===== config.mk =====
export PLATFORM = sky130hd
export DESIGN_NAME = mem_arbiter_rr_flat
export DESIGN_NICKNAME = d
export VERILOG_FILES = /design/src/rtl/mem_arbiter_rr_pkg.sv /design/src/rtl/mem_arbiter_rr_if.sv /design/src/rtl/mem_arbiter_rr_rr_arbiter.sv /design/src/rtl/mem_arbiter_rr.sv /design/src/flat_wrapper.sv
export SDC_FILE = /design/constraint.sdc
export NUM_CORES = 1
export LEC_CHECK = 0
export CAP_MARGIN = 15
export CORE_ASPECT_RATIO = 0.9
export CORE_UTILIZATION = 40
export CTS_CLUSTER_SIZE = 8
export DETAILED_ROUTE_END_ITERATION = 8
export GPL_ROUTABILITY_DRIVEN = 0
export PLACE_DENSITY_LB_ADDON = 0.1
export SETUP_SLACK_MARGIN = 0.15
export SLEW_MARGIN = 20
export SYNTH_ARGS = -nofsm -noshare
export SYNTH_HDL_FRONTEND = slang
export SYNTH_SLANG_ARGS = --single-unit

===== constraint.sdc =====
create_clock -name clk -period 1.65 [get_ports clk]
set_input_delay 0.33 -clock clk [delete_from_list [all_inputs] [get_ports clk]]
set_output_delay 0.33 -clock clk [all_outputs]
set_load 0.05 [all_outputs]

===== src/rtl/mem_arbiter_rr_pkg.sv =====
// mem_arbiter_rr_pkg: arbitration mode encodings and index-width helper
package mem_arbiter_rr_pkg;
  localparam int ARB_RR = 0;
  localparam int ARB_FIXED = 1;
  function automatic int clog2(input int n);
    int w;
    for (w = 1; (1 << w) < n; w++);
    return w;
  endfunction
endpackage


===== src/rtl/mem_arbiter_rr_if.sv =====
// mem_arbiter_rr_if: requester ports and single-port RAM bus of the arbiter
interface mem_arbiter_rr_if #(
  parameter int N_PORTS = 2,
  parameter int ADDR_W = 8,
  parameter int DATA_W = 8
);
  logic [N_PORTS-1:0] req_rd;
  logic [N_PORTS-1:0] req_wr;
  logic [N_PORTS*ADDR_W-1:0] addr;
  logic [N_PORTS*DATA_W-1:0] wdata;
  logic [DATA_W-1:0] ram_q;
  logic [ADDR_W-1:0] ram_addr;
  logic [DATA_W-1:0] ram_din;
  logic ram_wren;
  logic [N_PORTS-1:0] grant;
  logic [N_PORTS-1:0] rvalid;
  logic [N_PORTS*DATA_W-1:0] rdata;
  logic busy;
  modport master (output req_rd, req_wr, addr, wdata, ram_q,
                  input ram_addr, ram_din, ram_wren, grant, rvalid, rdata, busy);
  modport slave (input req_rd, req_wr, addr, wdata, ram_q,
                 output ram_addr, ram_din, ram_wren, grant, rvalid, rdata, busy);
endinterface


===== src/rtl/mem_arbiter_rr_rr_arbiter.sv =====
// rr_arbiter: round-robin or fixed-priority winner selection with rotating pointer
module rr_arbiter #(
  parameter int N = 2,
  parameter int IW = 1
) (
  input  logic clk,
  input  logic rst,
  input  logic [N-1:0] req,
  input  logic mode,
  input  logic adv,
  output logic [N-1:0] gnt,
  output logic [IW-1:0] idx
);
  logic [IW-1:0] ptr;
  logic found;
  int j;
  // first requester at or after the search start, wrapping around
  always_comb begin
    gnt = '0;
    idx = '0;
    found = 1'b0;
    j = 0;
    for (int k = 0; k < N; k++) begin
      j = (mode ? 0 : int'(ptr)) + k;
      j = j >= N ? j - N : j;
      if (!found && req[j]) begin
        found = 1'b1;
        gnt[j] = 1'b1;
        idx = IW'(j);
      end
    end
  end
  // pointer moves just past the port that won, only in round-robin mode
  always_ff @(posedge clk)
    if (rst) ptr <= '0;
    else if (adv && !mode) ptr <= int'(idx) == N - 1 ? '0 : idx + 1'b1;
endmodule


===== src/rtl/mem_arbiter_rr.sv =====
// mem_arbiter_rr: N-port arbiter sharing one pipelined single-port RAM
module mem_arbiter_rr import mem_arbiter_rr_pkg::*; #(
  parameter int N_PORTS = 2,
  parameter int ADDR_W = 8,
  parameter int DATA_W = 8,
  parameter int RD_LAT = 1,
  parameter int ARB_MODE = ARB_RR
) (
  input logic clk,
  input logic rst,
  mem_arbiter_rr_if.slave bus
);
  localparam int IW = clog2(N_PORTS);
  logic [N_PORTS-1:0] req, gnt;
  logic [IW-1:0] idx;
  logic adv, wr, rd;
  logic [RD_LAT:0] tv;
  logic [RD_LAT:0][IW-1:0] tp;
  assign req = bus.req_rd | bus.req_wr;
  assign adv = |req;
  assign wr = bus.req_wr[idx];
  assign rd = bus.req_rd[idx] & ~wr;
  assign bus.busy = |tv;
  rr_arbiter #(.N(N_PORTS), .IW(IW)) u_arb (
    .clk(clk),
    .rst(rst),
    .req(req),
    .mode(ARB_MODE == ARB_FIXED),
    .adv(adv),
    .gnt(gnt),
    .idx(idx)
  );
  // winner's access goes onto the RAM bus together with its grant pulse
  always_ff @(posedge clk)
    if (rst) begin
      bus.ram_addr <= '0;
      bus.ram_din <= '0;
      bus.ram_wren <= 1'b0;
      bus.grant <= '0;
    end else begin
      bus.grant <= gnt;
      bus.ram_wren <= adv & wr;
      if (adv) begin
        bus.ram_addr <= bus.addr[int'(idx)*ADDR_W +: ADDR_W];
        bus.ram_din <= bus.wdata[int'(idx)*DATA_W +: DATA_W];
      end
    end
  // read tags travel alongside the RAM latency so the last stage meets ram_q
  always_ff @(posedge clk)
    if (rst) begin
      tv <= '0;
      tp <= '0;
    end else begin
      tv <= {tv[RD_LAT-1:0], adv & rd};
      tp <= {tp[RD_LAT-1:0], idx};
    end
  // emerging tag steers ram_q into its port's held slice and strobes rvalid
  always_ff @(posedge clk)
    if (rst) begin
      bus.rvalid <= '0;
      bus.rdata <= '0;
    end else begin
      bus.rvalid <= tv[RD_LAT] ? N_PORTS'(1) << tp[RD_LAT] : '0;
      if (tv[RD_LAT]) bus.rdata[int'(tp[RD_LAT])*DATA_W +: DATA_W] <= bus.ram_q;
    end
endmodule


===== src/flat_wrapper.sv =====
// flat-port wrapper written by rule: the top's interface ports become plain ports
module mem_arbiter_rr_flat import mem_arbiter_rr_pkg::*;
#(
  parameter int N_PORTS = 2,
  parameter int ADDR_W = 8,
  parameter int DATA_W = 8,
  parameter int RD_LAT = 1,
  parameter int ARB_MODE = ARB_RR
)
  (clk, rst, bus_req_rd, bus_req_wr, bus_addr, bus_wdata, bus_ram_q, bus_ram_addr, bus_ram_din, bus_ram_wren, bus_grant, bus_rvalid, bus_rdata, bus_busy);
  mem_arbiter_rr_if #(.N_PORTS(N_PORTS), .ADDR_W(ADDR_W), .DATA_W(DATA_W)) bus_i ();
  input logic clk;
  input logic rst;
  input wire logic [$bits(bus_i.req_rd)-1:0] bus_req_rd;
  input wire logic [$bits(bus_i.req_wr)-1:0] bus_req_wr;
  input wire logic [$bits(bus_i.addr)-1:0] bus_addr;
  input wire logic [$bits(bus_i.wdata)-1:0] bus_wdata;
  input wire logic [$bits(bus_i.ram_q)-1:0] bus_ram_q;
  output wire logic [$bits(bus_i.ram_addr)-1:0] bus_ram_addr;
  output wire logic [$bits(bus_i.ram_din)-1:0] bus_ram_din;
  output wire logic [$bits(bus_i.ram_wren)-1:0] bus_ram_wren;
  output wire logic [$bits(bus_i.grant)-1:0] bus_grant;
  output wire logic [$bits(bus_i.rvalid)-1:0] bus_rvalid;
  output wire logic [$bits(bus_i.rdata)-1:0] bus_rdata;
  output wire logic [$bits(bus_i.busy)-1:0] bus_busy;
  assign bus_i.req_rd = bus_req_rd;
  assign bus_i.req_wr = bus_req_wr;
  assign bus_i.addr = bus_addr;
  assign bus_i.wdata = bus_wdata;
  assign bus_i.ram_q = bus_ram_q;
  assign bus_ram_addr = bus_i.ram_addr;
  assign bus_ram_din = bus_i.ram_din;
  assign bus_ram_wren = bus_i.ram_wren;
  assign bus_grant = bus_i.grant;
  assign bus_rvalid = bus_i.rvalid;
  assign bus_rdata = bus_i.rdata;
  assign bus_busy = bus_i.busy;
  mem_arbiter_rr #(.N_PORTS(N_PORTS), .ADDR_W(ADDR_W), .DATA_W(DATA_W), .RD_LAT(RD_LAT), .ARB_MODE(ARB_MODE)) u_core (.clk(clk), .rst(rst), .bus(bus_i));
endmodule

# Yosys cells after proc, flatten, opt, wreduce, memory -nomap -nowiden

Cells that the tools add are included.

Register bits: 42
Input bits: 46
Output and inout bits: 38
Logic and storage cells: 64

Add/sub/neg operators: 5
$lt $le $gt $ge: 7
Shift operators: 5
Muxes and demuxes: 23
Bitwise logic cells: 7
Reductions and logical operators: 7

Operator list:

| operator                | count |
|---|---|
| $ge 32x1->1 const B     | 2 |
| $lt 32x3->1 const B     | 2 |
| $mux 32                 | 2 |
| $neg 4->33              | 1 |
| $shift 8x33->16 const A | 1 |
| $shiftx 8x33->16        | 1 |
| $shiftx 16x5->8         | 2 |
| $bwmux 16               | 1 |
| $mux 1                  | 16 |
| $reduce_or 2->1         | 3 |
| $mux 2                  | 2 |
| $or 2x2->2              | 2 |
| $and 1x1->1             | 3 |
| $logic_and 1x1->1       | 3 |
| $sub 1x2->3 const B     | 1 |
| $sub 2x2->3 const B     | 1 |
| $add 1x1->2 const B     | 1 |
| $demux 1 s1             | 2 |
| $ge 1x2->1 const B      | 1 |
| $ge 2x2->1 const B      | 1 |
| $lt 1x2->1 const B      | 1 |
| $not 1->1               | 2 |
| $shl 1x1->2 const A     | 1 |
| $add 1x1->1 const B     | 1 |
| $logic_not 1->1         | 1 |

# Logic depth before layout (Yosys ltp)

Gate-level depths: netlist of run 1.

Depth in word-level cells: 14
Gate-level depth with buffers: 5
Mapped depth without buffers: 3

# Cells and area by module

Synthesis of run 1 repeated with hierarchy kept, for this count alone.

Cell total of the unflattened synthesis: 182
Area, all modules: 1,747.9 um2

Modules (own cells, without submodules):

| module         | times used | cells each | area an instance (um2) | sequential area each (um2) |
|---|---|---|---|---|
| mem_arbiter_rr | 1          | 172        | 1,672.9                | 820.8 |
| rr_arbiter     | 1          | 10         | 75.1                   | 20.0 |

# Least setup slack after synthesis of run 1

No wires, ideal clock.

Path kind: input -> register
Start point: input port bus_req_wr[1]
End point: register u_core.bus.ram_addr[4]
Library setup time: 122 ps
Data arrival time: 1,264 ps
Required time: 1,528 ps
Setup slack: 264 ps
Stages: 4
Buffers on the path: 1
Cells stage by stage: nor4_4 > buf_6 > nor3b_1 > a221o_1

Word-level cells in the longest chain between the ends: 9
Elaborated cells on any way between the ends: 14
Classes of those cells: 1 x shift; 9 x mux; 1 x bitwise; 3 x reduce/logical

RTL lines:

| item                                       | RTL line                        | text |
|---|---|---|
| from (decl)                                | flat_wrapper.sv:15              | `input wire logic [$bits(bus_i.req_wr)-1:0] bus_req_wr;` |
| $or 2x2->2 (*)                             | mem_arbiter_rr.sv:19            | `assign req = bus.req_rd \| bus.req_wr;` |
| $mux 1 (not written as such) (3 in series) | mem_arbiter_rr_rr_arbiter.sv:26 | `if (!found && req[j]) begin` |
| $mux 1                                     | mem_arbiter_rr_rr_arbiter.sv:26 |  |
| $logic_not 1->1                            | mem_arbiter_rr_rr_arbiter.sv:26 |  |
| $logic_and 1x1->1                          | mem_arbiter_rr_rr_arbiter.sv:26 |  |
| $mux 1                                     | mem_arbiter_rr_rr_arbiter.sv:26 |  |
| $shiftx 16x5->8                            | mem_arbiter_rr.sv:44            | `bus.ram_addr <= bus.addr[int'(idx)*ADDR_W +: ADDR_W];` |
| to (signal assigned)                       | mem_arbiter_rr.sv:44            |  |
| to (decl)                                  | mem_arbiter_rr_if.sv:22         | `output ram_addr, ram_din, ram_wren, grant, rvalid, rdata, busy);` |

Every way passes the cells marked *; elsewhere a longest branch is shown, timed or not. The select of a mux whose other input is x is not followed.
A chain may end at the register's enable or synchronous reset.

# Worst setup path in the final report of run 1

Start point: register u_core.tv[1]
End point: output port bus_busy

Word-level cells in the longest chain between the ends: 1

RTL lines:

| item                   | RTL line             | text |
|---|---|---|
| from (decl)            | mem_arbiter_rr.sv:17 | `logic [RD_LAT:0] tv;` |
| from (signal assigned) | mem_arbiter_rr.sv:54 | `tv <= {tv[RD_LAT-1:0], adv & rd};` |
| $reduce_or 2->1        | mem_arbiter_rr.sv:23 | `assign bus.busy = \|tv;` |
| to (decl)              | flat_wrapper.sv:25   | `output wire logic [$bits(bus_i.busy)-1:0] bus_busy;` |

Every way passes these cells.

==> Implementation_results.wiki, run 1 <==
{| class="wikitable"
! Metric !! Value
|-
| VDD IR max || around 420 uV
|-
| Number of storage elements in the synthesis netlist || between 40 and 50
|-
| Clock Skews || ~6 ps
|-
| Syn Inst Count || 183
|-
| Final Hold Vio Count || 0
|-
| Switching share of power || 30.36%
|-
| Vert. Die Dim || 64.98 um
|-
| Main synth FF type || sky130_fd_sc_hd__dfxtp_1
|-
| Most frequent standard cell in the layout excluding fill and tap cells || sky130_fd_sc_hd__buf_4
|-
| Worst slew pin tran || slightly below 600 ps
|-
| Iteration-0 DRC count of the detailed router || 93
|-
| Period minus WS final || between 1000 and 1500 ps
|-
| Initial antenna violation count || 0
|-
| Combinational group share of total power || around a quarter
|-
| Top library cells by usage in the layout, fill and taps aside || sky130_fd_sc_hd__buf_4 (60), sky130_fd_sc_hd__dfxtp_1 (41), sky130_fd_sc_hd__clkdlybuf4s50_1 (40)
|-
| Clock tree root driver cell || sky130_fd_sc_hd__clkbuf_8
|-
| Worst-path fanout max || 5
|-
| Fraction of the cycle the final worst path needs || around 88%
|-
| Unrepaired setup endpoints after global routing || no
|-
| Critical path capture point type || output pin
|-
| Final core area utilization || around two thirds
|-
| Synth async-reset ratio || 0%
|-
| Sequential fraction of design power || 46.8%
|-
| Power density normalized to cell area || approximately 860 nW/um^2
|-
| Combined area of all synthesized cells || roughly 1800 um^2
|-
| Largest net degree at the start of global routing || 24
|-
| Number of cells on the worst reg-to-reg path || 4
|-
| Number of max-cap violations || 0
|-
| Antenna Cells || 0
|-
| Status || finished, final reports clean
|-
| DIE AREA || roughly 4700 um^2
|-
| Switching power summed over all nets || 718.3 uW
|-
| Starting density of the core || 42.41%
|-
| Final setup violation count || 0
|-
| Standby leakage power || 0.001129 uW
|-
| DRC violation count after routing || 0
|-
| Num rows || 22
|-
| Post-CTS repair timing setup buffer count || 0
|-
| Fin. max-slew vios || 0
|-
| TritonCTS clock tree || yes
|-
| Dpl cell area || 2663 um^2
|-
| Warnings, synthesis || 0
|-
| First-pass GRT wire length || 7.286 mm
|-
| Proportion of synthesized chip area in sequential cells || between 40% and 50%
|-
| Antenna Nets Post-Route || 0
|-
| Fraction of layout cells with a size suffix above 1 || a little over a quarter
|-
| Max-slew headroom at the worst pin || approximately three fifths
|-
| Number of ports placed on the die boundary || 84
|-
| Total number of clock tree sinks || 42
|-
| GRT Overall Usage || between 20 and 25%
|-
| Vias || approximately 1,700
|-
| Standard cell core area || between 4000 and 5000 um^2
|-
| Layout overhead on the synthesized area || 55.71%
|-
| HPWL reported at the end of detailed placement || 3.336 mm
|-
| Type of the tightest min-delay check || in -> reg
|-
| Synthesized area per cell || ~9.6 um^2
|-
| Number of nets in the layout || 326
|-
| Number of port buffers || between 80 and 90
|-
| Number of H-tree levels || 2
|-
| Type of origin of the critical path || flip-flop
|-
| Clk pin slew, worst setup/hold paths || approximately 80 ps
|-
| Data arrival time of the worst path || approximately 1100 ps
|-
| Number of stages on the worst hold path || 3
|-
| Internal portion of total power || 1648 uW
|-
| Total non-filler cell area in the finished layout || 2745 um^2
|-
| Clock network power share || between 20 and 30%
|-
| Maximum clock frequency || between 600 and 700 MHz
|-
| Classification of the worst setup path || reg -> out
|-
| Vias in the first global route || about 1,600
|-
| Count of distinct cell types in the synthesized netlist || 26
|-
| Average via count per standard cell || around 4.9
|-
| Clock buffers created by TritonCTS || 5
|-
| Number of synthesized flops with an enable pin || 0
|-
| Net count after synthesis || about 230
|-
| Worst-case setup margin in the final layout || just under 200 ps
|-
| Wire length per cell || 13.07 um
|-
| Data required time at the worst endpoint || between 1000 and 1500 ps
|-
| Worst-case clock buffer depth || 2
|-
| Setup slack at placement || -351.4 ps
|-
| Die boundary width || between 70 and 80 um
|-
| Total iterations of the first detailed-routing run || 4
|-
| DRT Wirelength || around 4.5 mm
|-
| Global route overflow || 0
|-
| Clock insertion delay at the later pin of the skew report || between 200 and 300 ps
|}
==> flip-flops by register name (all words and copies together) (netlist names) <==
signal,cells
u_core.bus.grant,2
u_core.bus.ram_addr,8
u_core.bus.ram_din,8
u_core.bus.ram_wren,1
u_core.bus.rdata,16
u_core.bus.rvalid,2
u_core.tp,2
u_core.tv,2
u_core.u_arb.ptr,1
==> Yosys cell counts, drive strengths merged, types with 2 or more instances <==
master / number / area share [%]
dfxtp: 42 / 48
nand2: 27 / 5.7
a21oi: 19 / 5.4
a221o: 16 / 9.1
nor3b: 16 / 6.8
nor4bb: 16 / 9.1
buf: 8 / 3.5
clkbuf: 8 / 1.7
nand3: 8 / 2.3
nor2: 7 / 1.6
nor2b: 3 / 1.1
a211oi: 2 / 0.85
and2b: 2 / 0.92
o21bai: 2 / 1.1
or2: 2 / 0.71
==> repair_timing <==
| item | in CTS | in global routing |
|---|---|---|
| pin swaps | 1 | 0 |
| hold buffers | 0 | 0 |
| setup endpoints to repair | 16 | 1 |
| gates resized for setup | 4 | 1 |
==> per-layer routing <==
metal  vias up  GRT usage (%)  part of all wire (%)
met4         0          7.843                   1.3
met2        50          32.55                    45
li1        871              -                     -
met1       747          25.95                    49
met3         7          4.199                   4.9
met5         -              0                     0
==> worst max-delay path, stage by stage (launching register included) <==
cell and delay (ps):
sky130_fd_sc_hd__dfxtp_2 350, sky130_fd_sc_hd__or2_2 330, sky130_fd_sc_hd__buf_12 160
==> metrics by stage <==
step | setup TNS (ps) | std cells | power (uW) | hold slack, ps
detailed placement | -5537 | 333 | 1741 | 431.0
CTS | 0 | 341 | 2382 | 437.7
floorplan | 0 | 183 | 1470 | 413.8
global route | 0 | 341 | 2461 | 458.3
global placement | -5068 | 333 | 1739 | 424.0
finish | 0 | 341 | 2366 | 437.8
==> power by group through the flow <==
stage	Sequential [uW]	Clock (uW)	Combinational, uW
after CTS	1110	666	609
after detailed placement	1130	0	612
after global routing	1120	707	639
final	1110	652	607
after floorplan	1300	0	170
after global placement	1130	0	609
==> cell type report <==
type	instances	area, um^2
Clock inverter	2	13.76
Tap cell	60	75.07
Inverter	1	3.754
Multi-Input combinational cell	124	827.0
Clock buffer	6	72.57
Sequential cell	42	842.1
Fill cell	377	1411
Timing Repair Buffer	106	910.9
==> final timing paths <==
check / startpoint / slack (ps) / to
max reg2reg: u_core.u_arb.ptr / 310 / u_core.bus.ram_din[4]
min reg2reg: u_core.tp[0] / 450 / u_core.tp[1]
min: rst / 440 / u_core.tv[1]
max: u_core.tv[1] / 200 / bus_busy
==> kinds of logic (layout without fill, tap and decap cells) <==
group	count (synthesis)	in the layout	share of synthesized area, %
AOI/OAI and AO/OA	41	41	17.10
buffers and inverters	17	115	5.393
DFF	42	42	47.69
and+or+nand+nor	83	83	29.81
(Power assumes the default switching activity.)
==> run 2: changes to the inputs <==
GPL_TIMING_DRIVEN = 0   (was not set)
==> Implementation_results.wiki, run 2 (same netlist as run 1, synthesis figures left out) <==
{| class="wikitable"
! Metric !! Value
|-
| Status || finished, final reports clean (unchanged)
|-
| Setup slack at placement || -625.3 ps (was -351.4 ps)
|-
| Most frequent standard cell in the layout excluding fill and tap cells || sky130_fd_sc_hd__dfxtp_1 (was sky130_fd_sc_hd__buf_4)
|-
| Total non-filler cell area in the finished layout || 2768 um^2 (was 2745 um^2)
|-
| First-pass GRT wire length || 7.638 mm (was 7.286 mm)
|-
| Antenna Nets Post-Route || 0 (unchanged)
|-
| Global route overflow || 0 (unchanged)
|-
| Max-slew headroom at the worst pin || 66.65% (was 60.88%)
|-
| Vert. Die Dim || 64.98 um (unchanged)
|-
| Dpl cell area || 2669 um^2 (was 2663 um^2)
|-
| Total chip power || 2311 uW (was 2366 uW)
|-
| Fin. max-slew vios || 0 (unchanged)
|-
| Number of port buffers || 83 (unchanged)
|-
| Placed Cells || 326 (was 333)
|-
| Maximum clock frequency || 681.2 MHz (was 688.4 MHz)
|-
| VDD IR max || 452.1 uV (was 421.4 uV)
|-
| Clk pin slew, worst setup/hold paths || 80 ps (about the same)
|-
| Number of ports placed on the die boundary || 84 (unchanged)
|-
| Vias || 1,763 (was 1,675)
|-
| Type of the tightest min-delay check || in -> reg (unchanged)
|-
| Antenna Cells || 0 (unchanged)
|-
| Final Hold Vio Count || 0 (unchanged)
|-
| Unrepaired setup endpoints after global routing || no (unchanged)
|-
| Num rows || 22 (unchanged)
|-
| Data required time at the worst endpoint || 1320 ps (about the same)
|-
| Data arrival time of the worst path || 1140 ps (was 1120 ps)
|-
| Clock tree root driver cell || sky130_fd_sc_hd__clkbuf_8 (unchanged)
|-
| Worst slew pin tran || 502.3 ps (was 585.7 ps)
|-
| Slowest stage cell on the critical path || sky130_fd_sc_hd__dfxtp_2 (unchanged)
|-
| Initial antenna violation count || 0 (unchanged)
|-
| Final cell count without fillers || 340 (was 341)
|-
| Average via count per standard cell || 5.185 (was 4.912)
|-
| GRT Overall Usage || 20.94% (was 20.05%)
|-
| Die boundary width || 71.98 um (unchanged)
|-
| Wire length per cell || 13.89 um (was 13.07 um)
|-
| Registers with the most flip-flops || u_core.bus.rdata: 16 flops, u_core.bus.ram_addr: 8 flops, u_core.bus.ram_din: 8 flops (unchanged)
|-
| Fraction of layout cells with a size suffix above 1 || 17.86% (was 27.05%)
|-
| Type of origin of the critical path || flip-flop (unchanged)
|-
| Worst-case clock buffer depth || 2 (unchanged)
|-
| Layout overhead on the synthesized area || 56.99% (was 55.71%)
|-
| Critical path capture point type || output pin (unchanged)
|-
| Fraction of the cycle the final worst path needs || 88.97% (was 88.04%)
|-
| Total iterations of the first detailed-routing run || 4 (unchanged)
|-
| Period minus WS final || 1468 ps (was 1453 ps)
|-
| Total number of clock tree sinks || 42 (unchanged)
|-
| Worst-case setup margin in the final layout || 182.1 ps (was 197.4 ps)
|-
| HPWL reported at the end of detailed placement || 3.313 mm (was 3.336 mm)
|-
| Standby leakage power || 0.001112 uW (was 0.001129 uW)
|-
| Iteration-0 DRC count of the detailed router || 72 (was 93)
|-
| Clock buffers created by TritonCTS || 5 (unchanged)
|-
| Top library cells by usage in the layout, fill and taps aside || sky130_fd_sc_hd__dfxtp_1 (41), sky130_fd_sc_hd__clkdlybuf4s50_1 (40), sky130_fd_sc_hd__nand2_1 (27) (was sky130_fd_sc_hd__buf_4 (60), sky130_fd_sc_hd__dfxtp_1 (41), sky130_fd_sc_hd__clkdlybuf4s50_1 (40))
|-
| Final setup violation count || 0 (unchanged)
|-
| Standard cell core area || 4156 um^2 (unchanged)
|-
| Largest net degree at the start of global routing || 13 (was 24)
|-
| Cell occurring most often along the worst timing path || sky130_fd_sc_hd__buf_8
|-
| Starting density of the core || 42.41% (unchanged)
|-
| Flip-flop count of the largest register after layout || 16 (unchanged)
|-
| Register ranked first by flip-flop count || u_core.bus.rdata (unchanged)
|-
| Maximum single-stage delay on the critical path || 340 ps (was 350 ps)
|-
| Classification of the worst setup path || reg -> out (unchanged)
|-
| Power density normalized to cell area || 834.9 nW/um^2 (was 861.9 nW/um^2)
|-
| DRT Wirelength || 4.723 mm (was 4.456 mm)
|-
| TritonCTS clock tree || yes (unchanged)
|-
| Clock insertion delay at the later pin of the skew report || 280 ps (was 290 ps)
|-
| Worst-path fanout max || 6 (was 5)
|-
| Number of max-cap violations || 0 (unchanged)
|-
| Clock Skews || 5.763 ps (was 5.923 ps)
|-
| Vias in the first global route || 1,614 (was 1,622)
|-
| Number of nets in the layout || 326 (unchanged)
|-
| Number of H-tree levels || 2 (unchanged)
|-
| DRC violation count after routing || 0 (unchanged)
|-
| Worst path cell trace || buf_8 -> or2_4 -> buf_8 (was or2_2 -> buf_12)
|-
| DIE AREA || 4677 um^2 (unchanged)
|}
[run 2: cell types whose count changed in the layout (fill, tap and decap cells not counted), sizes merged]
cell / delta
buf: -45
clkbuf: +20
clkdlybuf4s15: +21
dlygate4sd2: +2
dlymetal6s2s: +1
[run 2: worst paths after layout]
check	from	slack [ps]	end	cells past startpoint
max	u_core.tv[1]	180	bus_busy	3
min	bus_req_rd[0]	380	u_core.bus.ram_wren	2
max reg2reg	u_core.u_arb.ptr	270	u_core.bus.ram_din[4]	4
min reg2reg	u_core.tp[0]	450	u_core.tp[1]	1
[run 2: repair_timing]
action | in CTS | in global routing
hold buffers | 0 | 0
resized for setup | 58 | 59
endpoints found under the setup margin | 58 | 64
pin swaps | 2 | 1
gates cloned | 0 | 1
buffers inserted | 3 | 3
[run 2: where the power goes]
group | internal [uW] | switching (uW)
combinational | 250 | 341
sequential | 1070 | 30.4
clock | 284 | 333
total | 1610 | 704
[run 2: worst max-delay path: cells and delay by family, from the launching register on]
family,cells,cell delay (ps)
AND/OR/NAND/NOR,1,240
buffers and inverters,2,270
flip-flops,1,340
[run 2: cell type report]
type	instances	area, um^2
fill	365	1389
multi-input combinational	124	845.8
sequential	42	842.1
timing repair buffer	90	813.3
buffer	16	108.9
tap	60	75.07
clock buffer	5	68.82
clock inverter	2	10.01
inverter	1	3.754
[run 2: per-layer routing]
metal	vias up	track usage (%)	part of all wire, %
li1	865	-	-
met5	-	0	0
met1	833	29.05	49
met3	4	4.510	5.3
met4	0	6.373	0.93
met2	61	32.43	45
[run 2: per-stage QoR]
stage,TNS (ps),util (%),hold WS (ps)
4_1_cts,0,66.20,446.7
6_report,0,66.59,382.6
2_1_floorplan,0,-,413.8
3_3_place_gp,-10990,64.21,421.5
5_1_grt,0,66.59,397.0
3_5_place_dp,-10780,64.21,428.4
==> run 3: changes to the inputs <==
CAP_MARGIN = 20   (was 15)
==> results of run 3 <==
Final layout, timing and power as in run 2 (identical DEF).
==> edit (flow settings as in run 3) <==
`N_PORTS` is set to 2 in 3 places; all go to 4.
--- a/src/rtl/mem_arbiter_rr_if.sv
+++ b/src/rtl/mem_arbiter_rr_if.sv
@@ -1,5 +1,5 @@
 // mem_arbiter_rr_if: requester ports and single-port RAM bus of the arbiter
 interface mem_arbiter_rr_if #(
-  parameter int N_PORTS = 2,
+  parameter int N_PORTS = 4,
   parameter int ADDR_W = 8,
   parameter int DATA_W = 8
--- a/src/rtl/mem_arbiter_rr.sv
+++ b/src/rtl/mem_arbiter_rr.sv
@@ -1,5 +1,5 @@
 // mem_arbiter_rr: N-port arbiter sharing one pipelined single-port RAM
 module mem_arbiter_rr import mem_arbiter_rr_pkg::*; #(
-  parameter int N_PORTS = 2,
+  parameter int N_PORTS = 4,
   parameter int ADDR_W = 8,
   parameter int DATA_W = 8,
--- a/src/flat_wrapper.sv
+++ b/src/flat_wrapper.sv
@@ -2,5 +2,5 @@
 module mem_arbiter_rr_flat import mem_arbiter_rr_pkg::*;
 #(
-  parameter int N_PORTS = 2,
+  parameter int N_PORTS = 4,
   parameter int ADDR_W = 8,
   parameter int DATA_W = 8,
Interface: changed (7 resized); port bits go from 84 to 140. The function was not compared with the original's and may differ.
==> edit against run 3 <==
- the flow now finishes with violations (setup timing)
- final area increased by 130%
- core utilization up 5.3 points
- total power grew to 3.3 times the old value
- clock power is 130% higher
- worst hold slack got worse by 0.051 ns
- setup slack worse by 0.85 ns
- routed wire length grew to 2.6 times the old value
- fmax down 37%
- via count up 110%
- area after synthesis is 110% higher
- sequential cell count up 23
- first-iteration DRC count is 140% higher
- non-clock buffer count rose by 94
- largest power group is now combinational cells
- highest routed layer unchanged
==> edit: results (changes against run 3) <==
----------------------------------------------------
[Critical path]
  Crit path capture ... u_core.tv[0]$_SDFF_PP0_
  Peak fanout along the critical path ... 6 (unchanged)
  Worst-case reg-to-reg path depth ... 9 (+5)
  Origin of the worst setup path ... u_core.u_arb.ptr[0]$_SDFFE_PP0P_
  Worst EP arrival ... 2.56 ns (+1.42 ns)

[GRT]
  Number of global-route vias before repair ... 3678 (+130%)
  Global-route wire length before repair ... 18700 um (+150%)
  Overall global routing resource usage ... 25.2% (+4.2 points)
  Largest net degree at the start of global routing ... 14 (+1)

[Synth]
  Mux cell area share after synthesis ... 5.82% (+5.8 points)
  Synthesized area per cell ... 10.1 um^2 (+5.1%)
  Post-Syn Nets ... 458 (+100%)
  Xor and xnor area share after synthesis ... 0% (unchanged)
  Top cells by area, synth ... dfxtp_1, a221oi_2, a22oi_1
  Post-Synth Adder-Cell Area ... 4.42% (+4.4 points)
  Number of synthesis warnings ... 0 (unchanged)
  Leading post-synthesis cells by instance count ... dfxtp_1, nor2_1, a22oi_1
  Fraction of the yosys area taken by sequential cells ... 35.4% (-12 points)
  Number of distinct standard cells referenced by the synthesized netlist ... 48 (+85%)
  Share of the synthesized area in compound gates (AO/OA/AOI/OAI) ... 32.3% (+15 points)

[Finish]
  Top Registers ... u_core.bus.rdata (32), u_core.bus.ram_addr (8), u_core.bus.ram_din (8)
  Count of antenna diodes in the layout ... 0 (unchanged)
  Post-route insts no fill ... 671 (+97%)
  Final layout net count ... 642 (+97%)
  Share of layout cells above drive strength 1 ... 43.5% (+26 points)
  Filler cell count in the final layout ... 674 (+85%)
  Flip-flop count of the largest register, all copies and words added ... 32 (+16)

[Clock network]
  Clock insertion delay at the later pin of the skew report ... 0.34 ns (+0.06 ns)
  Maximum level of the CTS H-tree ... 3 (+1)
  Number of buffers created by CTS ... 9 (+4)
  Clock tree buffer depth ... 2 (unchanged)

[STA]
  Worst clock skew ... 0.0130 ns (+0.00725 ns)
  Setup violation total in the final timing report ... 26 (+26)
  Total Negative Setup Slacks ... -15.18 ns (-15.18 ns)
  Final Worst Setup Slack ... -0.667 ns (-0.849 ns)
  Slew @ Worst Pin ... 0.564 ns (+0.0616 ns)

[Place]
  Count of placed standard cells including taps ... 620 (+90%)
  Cell area reported after detailed placement ... 5320 um^2 (+99%)
  Buffers on Ports ... 138 (+66%)
  Post-DP HPWL ... 8160 um (+150%)

[Worst hold path]
  Hold path startpoint ... rst

[Drt]
  Detail-routed net length per standard cell ... 18.0 um (+30%)
  Router iterations before antenna repair ... 7 (+3)
  Number of violations reported at the end of detailed-routing iteration 0 ... 173 (+140%)
  Vias post-DR ... 3775 (+110%)

[Run status]
  Status ... finished with violations
  Violations in the final reports ... setup timing

[Pwr]
  Peak supply drop ... 0.000528 V (+17%)
  Leakage power figure ... 2.39 nW (+120%)

----------------------------------------------------
-- edit: changes by cell type in the layout (fill, tap and decap cells not counted), sizes merged, moves of 18 or more --
cell           before  now
a211oi              2   20
clkdlybuf4s15      21   49
dfxtp              42   65
nor2                7   39
mux2i               0   18
a221oi              0   19
buf                17   53
a22oi               0   32
clkdlybuf4s50      40   77
-- edit: metal layers --
metal	vias up	share of wire, %	global-route usage, %
met5	-	0	0
met4	0	1.5	7.51
met3	18	7.0	5.74
met2	173	48	40.9
met1	1807	43	33.0
li1	1777	-	-
-- edit: repair_timing --
action / 4_1_cts / 5_1_grt
hold buffers: 0 / 0
setup endpoints to repair: 116 / 67
resized for setup: 238 / 39
buffers inserted: 25 / 5
cloned: 4 / 1
pin swaps: 22 / 15
-- edit: where the power goes --
part	switching (mW)	total [mW]	internal (mW)	leakage (nW)
clock	0.678	1.39	0.711	0.100
sequential	0.152	1.93	1.78	0.534
combinational	2.17	4.21	2.04	1.76
-- edit: how the worst min path moves through the flow --
stage                                         end  slack (ns)
after floorplan           u_core.tp[2]$_SDFF_PP0_        0.41
after global placement    u_core.tp[2]$_SDFF_PP0_        0.42
after detailed placement  u_core.tp[3]$_SDFF_PP0_        0.43
after CTS                 u_core.tp[3]$_SDFF_PP0_        0.33
after global routing      u_core.tp[0]$_SDFF_PP0_        0.35
final                     u_core.tp[3]$_SDFF_PP0_        0.33
-- edit: worst max-delay path: stages, from the launching register on --
cell	delay, ns
dfxtp_4	0.36
buf_8	0.10
clkinvlp_4	0.09
ha_4	0.33
nor4_2	0.06
o31a_1	0.33
or3_4	0.37
and2_4	0.22
buf_12	0.15
a211oi_2	0.22
-- edit: metrics by stage --
stage          setup slack, ns  power [mW]  utilization [%]
6_report                -0.667        7.52             71.9
3_3_place_gp             -1.04        5.08             60.9
5_1_grt                 -0.744        7.82             71.9
3_5_place_dp             -1.07        5.13             60.9
2_1_floorplan           -0.674        4.20                -
4_1_cts                 -0.656        7.28             70.2
-- edit: final cells by class --
cell class	count	share of cell area [%]
plain buffers	27	4.85
clock buffers	9	1.97
clock inverters	7	1.24
inverters	6	0.638
multi-input cells	265	39.2
flip-flops and latches	65	21.0
well taps	119	2.37
repair buffers	173	28.8
-- edit: logic make-up after synthesis --
kind of cell | after synthesis
compound gates | 124
fa+ha+maj | 13
buf+inv | 33
flops | 65
mux | 20
simple gates | 108
